$ cat config.mk
export PLATFORM = sky130hd
export DESIGN_NAME = fft_frame_source
export DESIGN_NICKNAME = d
export VERILOG_FILES = /design/src/rtl/fft_frame_source.sv
export SDC_FILE = /design/constraint.sdc
export NUM_CORES = 1
export LEC_CHECK = 0
export CORE_ASPECT_RATIO = 0.7
export CORE_MARGIN = 10
export CORE_UTILIZATION = 29
export CTS_BUF_LIST = sky130_fd_sc_hd__clkbuf_2
export CTS_CLUSTER_DIAMETER = 60
export DETAILED_ROUTE_END_ITERATION = 7
export GPL_ROUTABILITY_DRIVEN = 0
export PLACE_DENSITY_LB_ADDON = 0.12
export SLEW_MARGIN = 5
export SYNTH_ARGS = -nofsm -noshare
export SYNTH_HDL_FRONTEND = slang
export SYNTH_SLANG_ARGS = --single-unit
$ cat constraint.sdc
create_clock -name clk_clk -period 3.98 [get_ports clk_clk]
set_clock_uncertainty 0.05 [all_clocks]
set_input_delay 0.796 -clock clk_clk [delete_from_list [all_inputs] [get_ports clk_clk]]
set_output_delay 0.796 -clock clk_clk [all_outputs]
set_load 0.05 [all_outputs]
$ cat src/rtl/fft_frame_source.sv
// Buffers a free-running real sample stream and frames it into FFT_POINTS-beat Avalon-ST packets.
// Optional macro FFT_FRAME_ERR_EN: flags frames that lost samples via src_error on the EOP beat.
module fft_frame_source #(
    parameter int FFT_POINTS = 1024,
    parameter int SAMPLE_W   = 16,
    parameter int FIFO_DEPTH = 16,
    parameter int INVERSE    = 0
) (
    input  logic                        clk_clk,
    input  logic                        reset_reset,
    input  logic                        sample_valid,
    input  logic [SAMPLE_W-1:0]         sample_data,
    output logic                        src_valid,
    input  logic                        src_ready,
    output logic [1:0]                  src_error,
    output logic                        src_startofpacket,
    output logic                        src_endofpacket,
    output logic [32:0]                 src_data,
    output logic                        overflow,
    input  logic                        overflow_clr,
    output logic [15:0]                 frame_count,
    output logic [$clog2(FIFO_DEPTH):0] fifo_level
);
    localparam int AW = $clog2(FIFO_DEPTH);
    localparam int BW = $clog2(FFT_POINTS);
    localparam logic [AW:0]   FULL_LVL = FIFO_DEPTH[AW:0];
    localparam logic [BW-1:0] LAST     = BW'(FFT_POINTS - 1);
    localparam logic [0:0]    IDLE     = 1'b0;
    localparam logic [0:0]    IN_PKT   = 1'b1;

    logic [SAMPLE_W-1:0] mem_q [FIFO_DEPTH];
    logic [AW-1:0]       wr_ptr_q, rd_ptr_q;
    logic [AW:0]         count_q, count_d;
    logic                out_valid_q;
    logic [SAMPLE_W-1:0] out_data_q;
    logic [BW-1:0]       beat_idx_q, beat_idx_d;
    logic [0:0]          state_q, state_d;
    logic                overflow_q, overflow_d;
    logic [15:0]         frame_count_q, frame_count_d;
    logic [15:0]         real_w;

    logic full, pop, push, drop, hs, is_sop, is_eop, hs_eop;

    assign full   = (count_q == FULL_LVL);
    // The output register refills whenever it is empty or being drained this cycle.
    assign pop    = (count_q != '0) && (!out_valid_q || src_ready);
    assign push   = sample_valid && (!full || pop);
    assign drop   = sample_valid && full && !pop;
    assign hs     = out_valid_q && src_ready;
    assign is_sop = (beat_idx_q == '0);
    assign is_eop = (beat_idx_q == LAST);
    assign hs_eop = hs && is_eop;

    assign count_d = count_q + {{AW{1'b0}}, push} - {{AW{1'b0}}, pop};

    always_comb begin
        beat_idx_d    = beat_idx_q;
        state_d       = state_q;
        frame_count_d = frame_count_q;
        overflow_d    = overflow_q;
        if (hs)
            beat_idx_d = is_eop ? '0 : beat_idx_q + 1'b1;
        case (state_q)
            IDLE:    if (hs && is_sop) state_d = IN_PKT;
            IN_PKT:  if (hs_eop) begin
                         state_d       = IDLE;
                         frame_count_d = frame_count_q + 16'd1;
                     end
            default: state_d = IDLE;
        endcase
        if (overflow_clr)
            overflow_d = 1'b0;
        else if (drop)
            overflow_d = 1'b1;
    end

    always_ff @(posedge clk_clk) begin
        if (push)
            mem_q[wr_ptr_q] <= sample_data;
    end

    always_ff @(posedge clk_clk) begin
        if (reset_reset) begin
            wr_ptr_q      <= '0;
            rd_ptr_q      <= '0;
            count_q       <= '0;
            out_valid_q   <= 1'b0;
            out_data_q    <= '0;
            beat_idx_q    <= '0;
            state_q       <= IDLE;
            overflow_q    <= 1'b0;
            frame_count_q <= '0;
        end else begin
            if (push)
                wr_ptr_q <= wr_ptr_q + 1'b1;
            if (pop)
                rd_ptr_q <= rd_ptr_q + 1'b1;
            count_q <= count_d;
            if (pop) begin
                out_valid_q <= 1'b1;
                out_data_q  <= mem_q[rd_ptr_q];
            end else if (hs) begin
                out_valid_q <= 1'b0;
            end
            beat_idx_q    <= beat_idx_d;
            state_q       <= state_d;
            overflow_q    <= overflow_d;
            frame_count_q <= frame_count_d;
        end
    end

`ifdef FFT_FRAME_ERR_EN
    logic err_pend_q, err_pend_d;

    // A drop coinciding with the EOP handshake belongs to the following frame.
    assign err_pend_d = hs_eop ? drop : (err_pend_q | drop);

    always_ff @(posedge clk_clk) begin
        if (reset_reset)
            err_pend_q <= 1'b0;
        else
            err_pend_q <= err_pend_d;
    end

    assign src_error = (out_valid_q && is_eop && err_pend_q) ? 2'b01 : 2'b00;
`else
    assign src_error = 2'b00;
`endif

    // Left-justify the sample in the 16-bit real field; imaginary part is zero.
    assign real_w = 16'(out_data_q) << (16 - SAMPLE_W);

    assign src_valid         = out_valid_q;
    assign src_startofpacket = out_valid_q && is_sop;
    assign src_endofpacket   = out_valid_q && is_eop;
    assign src_data          = {(INVERSE != 0), real_w, 16'h0000};
    assign overflow          = overflow_q;
    assign frame_count       = frame_count_q;
    assign fifo_level        = count_q;

endmodule

==> summary by stage <==
Status
The flow ran to the end, and the final reports show no timing, DRC or antenna violations.

Worst setup path
The launching element of the worst setup path is beat_idx_q[3]$_SDFFE_PP0P_. The largest driver fanout on the critical path is 6. The worst-path cell with the longest stage delay is sky130_fd_sc_hd__clkdlybuf4s50_1. The critical path goes through nor4_1 > and4_1 > clkdlybuf4s50_1. By startpoint and endpoint, the worst setup path is classified as reg2out. The worst setup path is launched from a flop. Setup slack on the worst reg-to-reg path comes out at 0.92 ns.

Data arrives at the worst endpoint at 2.92 ns. The logic depth of the worst register-to-register path is 14. The launch instance of the worst register-to-register path is fifo_level[3]$_SDFF_PP0_. Data on the critical path is required at its endpoint by 3.13 ns. The number of buffers and inverters on the critical path is 1. In this design, the largest share of critical-path delay is due to buffers and inverters. On the worst path, the slowest cell contributes a delay of 0.82 ns. The end of the worst register-to-register path is fifo_level[4]$_SDFF_PP0_. The type of element capturing the critical path is a primary output.

STA
Setup violations remaining at the end of the flow were counted as 0. Timing would allow up to 265 MHz. At the pin with the least slew margin, the transition time is 1.10 ns. Subtracting the final worst setup slack from the clock period gives 3.77 ns. Setup repair after global routing left no endpoint under its margin.

The max-slew violation count is 0. The max-slew headroom at the worst pin is 0.265. The period utilization is 0.947. The final hold violation count came to 0. The accumulated negative setup slack is 0 ns.

Layout
The count of nets after finishing is 888. The proportion of layout cells with a drive suffix above 1 is 0.282. The core utilization of the finished layout is 0.339. The layout overhead on the synthesized area is 16.2%.

Pwr
The internal power summed over all cells is 5450 uW. The share of total power dissipated in combinational logic is 0.257. The switching power is 2770 uW. Dividing total power by cell area gives a power density of 557 mW/mm^2.

The reported leakage power is 0.00481 uW. The worst-case IR drop observed on VDD is 313 uV. The fraction of power spent switching nets is 0.337. The proportion of power drawn by the clock network is 0.255. The relative contribution of sequential cells to total power is 0.487.

Yosys
By area, the combinational part of the netlist is dominated by multiplexers. The synthesized netlist occupies a cell area of 0.0127 mm^2. For this run, asynchronously set or reset flops after synthesis account for 0. Yosys mapped the design onto 52 distinct sky130hd cell types. The cell count after synthesis is 722.

For this run, the number of Yosys warnings is 0. For this run, the register share of the synthesized area comes to 0.697. The most used flip-flop cell after synthesis is sky130_fd_sc_hd__edfxtp_1.

A synthesized cell averages 17.6 um^2. Of the total synthesized cell area, the portion taken by XOR and XNOR cells is 0.0117. Yosys mapped a number of flops with a built-in enable equal to 256.

The post-synthesis share of cell area spent on full adders, half adders and majority gates is 0.0154. The flop and latch count out of synthesis is 314. The post-synthesis compound-gate area fraction was 0.0343.

Of the total synthesized cell area, the portion taken by AND, OR, NAND and NOR gates is 0.0690. The fraction of synthesized area in multiplexers is 0.143.

Global routing
The first global-routing pass estimated 46700 um of wire. The total global routing track utilization is 0.118. The global route total overflow is 0.

The largest net degree at the start of global routing is 43. The number of antenna violations at the first check in global routing is 1. The via count of the first global-routing pass came to 7297.

Placed design
The post-detailed-placement half-perimeter wirelength is 19600 um. The count of buffers added on input and output ports is 61.

Drt
The overall routed net length is 31100 um. The remaining routing DRC violations is 0. The DRC marker count from the first detailed-route iteration is 565. Summing over every cut layer, the via total after detailed routing is 6879. The wire length per cell after detailed routing is 20.6 um.

The count of nets left with antenna violations once routing finished came out at 0. The number of optimization iterations in the first detailed-route pass is 5. The detailed-route vias per instance is 4.56.

Clock network
The depth of the CTS H-tree is 3. For the worst-skew pair, the clock arrives at the later sink with an insertion delay of 0.92 ns. The number of buffers created by CTS is 78. The tree is rooted in a sky130_fd_sc_hd__clkbuf_2. The clock sink count is 314. The TritonCTS clock tree is done.

After clock tree synthesis, the clock-pin slew on the worst setup and hold paths is 0.11 ns. Post-CTS timing repair inserted 0 buffers for setup. No sink is reached through more buffers than the 3 on the longest clock path.

Floorplan
The initial standard-cell utilization of the core is 0.292. The die is 270 um wide. The y dimension of the die is 195 um. After floorplanning, the core was sized to cover 0.0435 mm^2.

The number of placed I/O pins is 81. The floorplan die area is 0.0527 mm^2. Row generation in the floorplan step produced 64 rows.

Hold path
The worst hold-check path type is in2reg. Along the worst hold path, the cell count comes to 2. The source of the worst hold timing path is reset_reset. The endpoint of the worst hold path is beat_idx_q[2]$_SDFFE_PP0P_.

Job
The count of maximum capacitance violations is 0.
synthesized netlist by cell type (7+ instances only):
cell	count	area [um^2]
sky130_fd_sc_hd__a21oi_1	17	85.1
sky130_fd_sc_hd__buf_2	12	60.1
sky130_fd_sc_hd__buf_4	20	150
sky130_fd_sc_hd__clkbuf_1	12	45.0
sky130_fd_sc_hd__dfxtp_1	58	1160
sky130_fd_sc_hd__edfxtp_1	256	7690
sky130_fd_sc_hd__ha_1	14	175
sky130_fd_sc_hd__inv_1	14	52.6
sky130_fd_sc_hd__mux2i_1	32	320
sky130_fd_sc_hd__mux4_2	64	1440
sky130_fd_sc_hd__nand2_1	24	90.1
sky130_fd_sc_hd__nand3_1	10	50.1
sky130_fd_sc_hd__nand3b_1	17	128
sky130_fd_sc_hd__nor2_1	37	139
sky130_fd_sc_hd__nor2b_1	10	62.6
sky130_fd_sc_hd__nor3_1	15	75.1
sky130_fd_sc_hd__o221ai_2	11	165
sky130_fd_sc_hd__o31ai_1	7	52.6
sky130_fd_sc_hd__or4_1	7	52.6
sky130_fd_sc_hd__xnor2_1	12	105
cell usage in the layout (no fill, tap or decap), types with 17 or more instances in the layout:
cell	count
sky130_fd_sc_hd__buf_4	22
sky130_fd_sc_hd__nand3b_1	17
sky130_fd_sc_hd__edfxtp_1	256
sky130_fd_sc_hd__clkdlybuf4s50_1	59
sky130_fd_sc_hd__conb_1	19
sky130_fd_sc_hd__a21oi_1	17
sky130_fd_sc_hd__mux4_2	64
sky130_fd_sc_hd__clkbuf_2	121
sky130_fd_sc_hd__mux2i_1	32
sky130_fd_sc_hd__dfxtp_1	55
sky130_fd_sc_hd__nand2_1	24
sky130_fd_sc_hd__nor2_1	25
power by group through the flow:
stage	registers (uW)	clock network, uW	logic (uW)
after detailed placement	4100	0	2150
final	4010	2100	2110
after floorplan	4210	0	1330
after global routing	4050	2380	2280
after CTS	4030	2210	2160
after global placement	4100	0	2150
per-layer routing:
layer / global-route usage / up-vias / part of all wire
li1: - / 3139 / -
met1: 0.161 / 3542 / 0.48
met2: 0.179 / 153 / 0.46
met3: 0.0331 / 45 / 0.045
met4: 0.0392 / 0 / 0.016
met5: 0 / - / 0
sequential cells by signal, summed over array words and instances, names as in the netlist:
signal / count
mem_q: 256
frame_count: 16
out_data_q: 16
beat_idx_q: 10
fifo_level: 5
rd_ptr_q: 4
wr_ptr_q: 4
overflow: 1
src_valid: 1
state_q: 1
timing repair:
item | 4_1_cts | 5_1_grt
endpoints found under the setup margin | 1 | 0
hold buffers | 0 | 0
gates resized for setup | 1 | 0
worst register-to-register path, stage by stage, from the launching register on:
cell	delay, ns
sky130_fd_sc_hd__dfxtp_1	0.34
sky130_fd_sc_hd__inv_1	0.09
sky130_fd_sc_hd__ha_1	0.17
sky130_fd_sc_hd__or3b_1	0.48
sky130_fd_sc_hd__o21a_1	0.31
sky130_fd_sc_hd__inv_1	0.11
sky130_fd_sc_hd__ha_1	0.23
sky130_fd_sc_hd__inv_1	0.06
sky130_fd_sc_hd__ha_1	0.16
sky130_fd_sc_hd__inv_1	0.06
sky130_fd_sc_hd__fa_1	0.38
sky130_fd_sc_hd__nor2b_1	0.16
sky130_fd_sc_hd__o21bai_1	0.10
sky130_fd_sc_hd__a21oi_1	0.18
sky130_fd_sc_hd__nor3b_1	0.07
how the worst max path moves through the flow:
stage,depth (start not counted),slack (ns),to
after floorplan,7,0.77,mem_q[0][0]$_DFFE_PP_
after global placement,13,0.47,fifo_level[4]$_SDFF_PP0_
after detailed placement,13,0.42,fifo_level[4]$_SDFF_PP0_
after CTS,3,0.12,src_startofpacket
after global routing,3,0.05,src_startofpacket
final,3,0.21,src_startofpacket
metrics by stage:
step | area [um^2] | total power (uW) | hold slack, ns | cells | setup slack (ns)
2_1_floorplan | 12800 | 5550 | 0.424 | 740 | 0.774
3_3_place_gp | 14100 | 6240 | 0.428 | 1366 | 0.466
3_5_place_dp | 14100 | 6250 | 0.434 | 1366 | 0.417
4_1_cts | 14800 | 8400 | 0.125 | 1508 | 0.124
5_1_grt | 14800 | 8710 | 0.147 | 1510 | 0.0523
6_report | 14800 | 8220 | 0.235 | 1510 | 0.210
logic make-up (layout without fill, tap and decap cells):
| logic type | after synthesis | after routing |
|---|---|---|
| flops | 314 | 314 |
| simple gates | 155 | 155 |
| mux | 101 | 101 |
| buf+inv | 68 | 242 |
| compound gates | 51 | 51 |
| xor+xnor | 17 | 17 |
| fa+ha+maj | 15 | 15 |
| other cells | 1 | 21 |
final cells by class:
| type | count | area [um^2] |
|---|---|---|
| Tap cell | 594 | 743 |
| Sequential cell | 314 | 8850 |
| Fill cell | 4219 | 28700 |
| Clock inverter | 21 | 87.6 |
| Multi-Input combinational cell | 358 | 3600 |
| Inverter | 15 | 56.3 |
| Timing Repair Buffer | 85 | 810 |
| Antenna cell | 2 | 5.00 |
| Clock buffer | 121 | 606 |
Power figures use the tool's default switching activity.
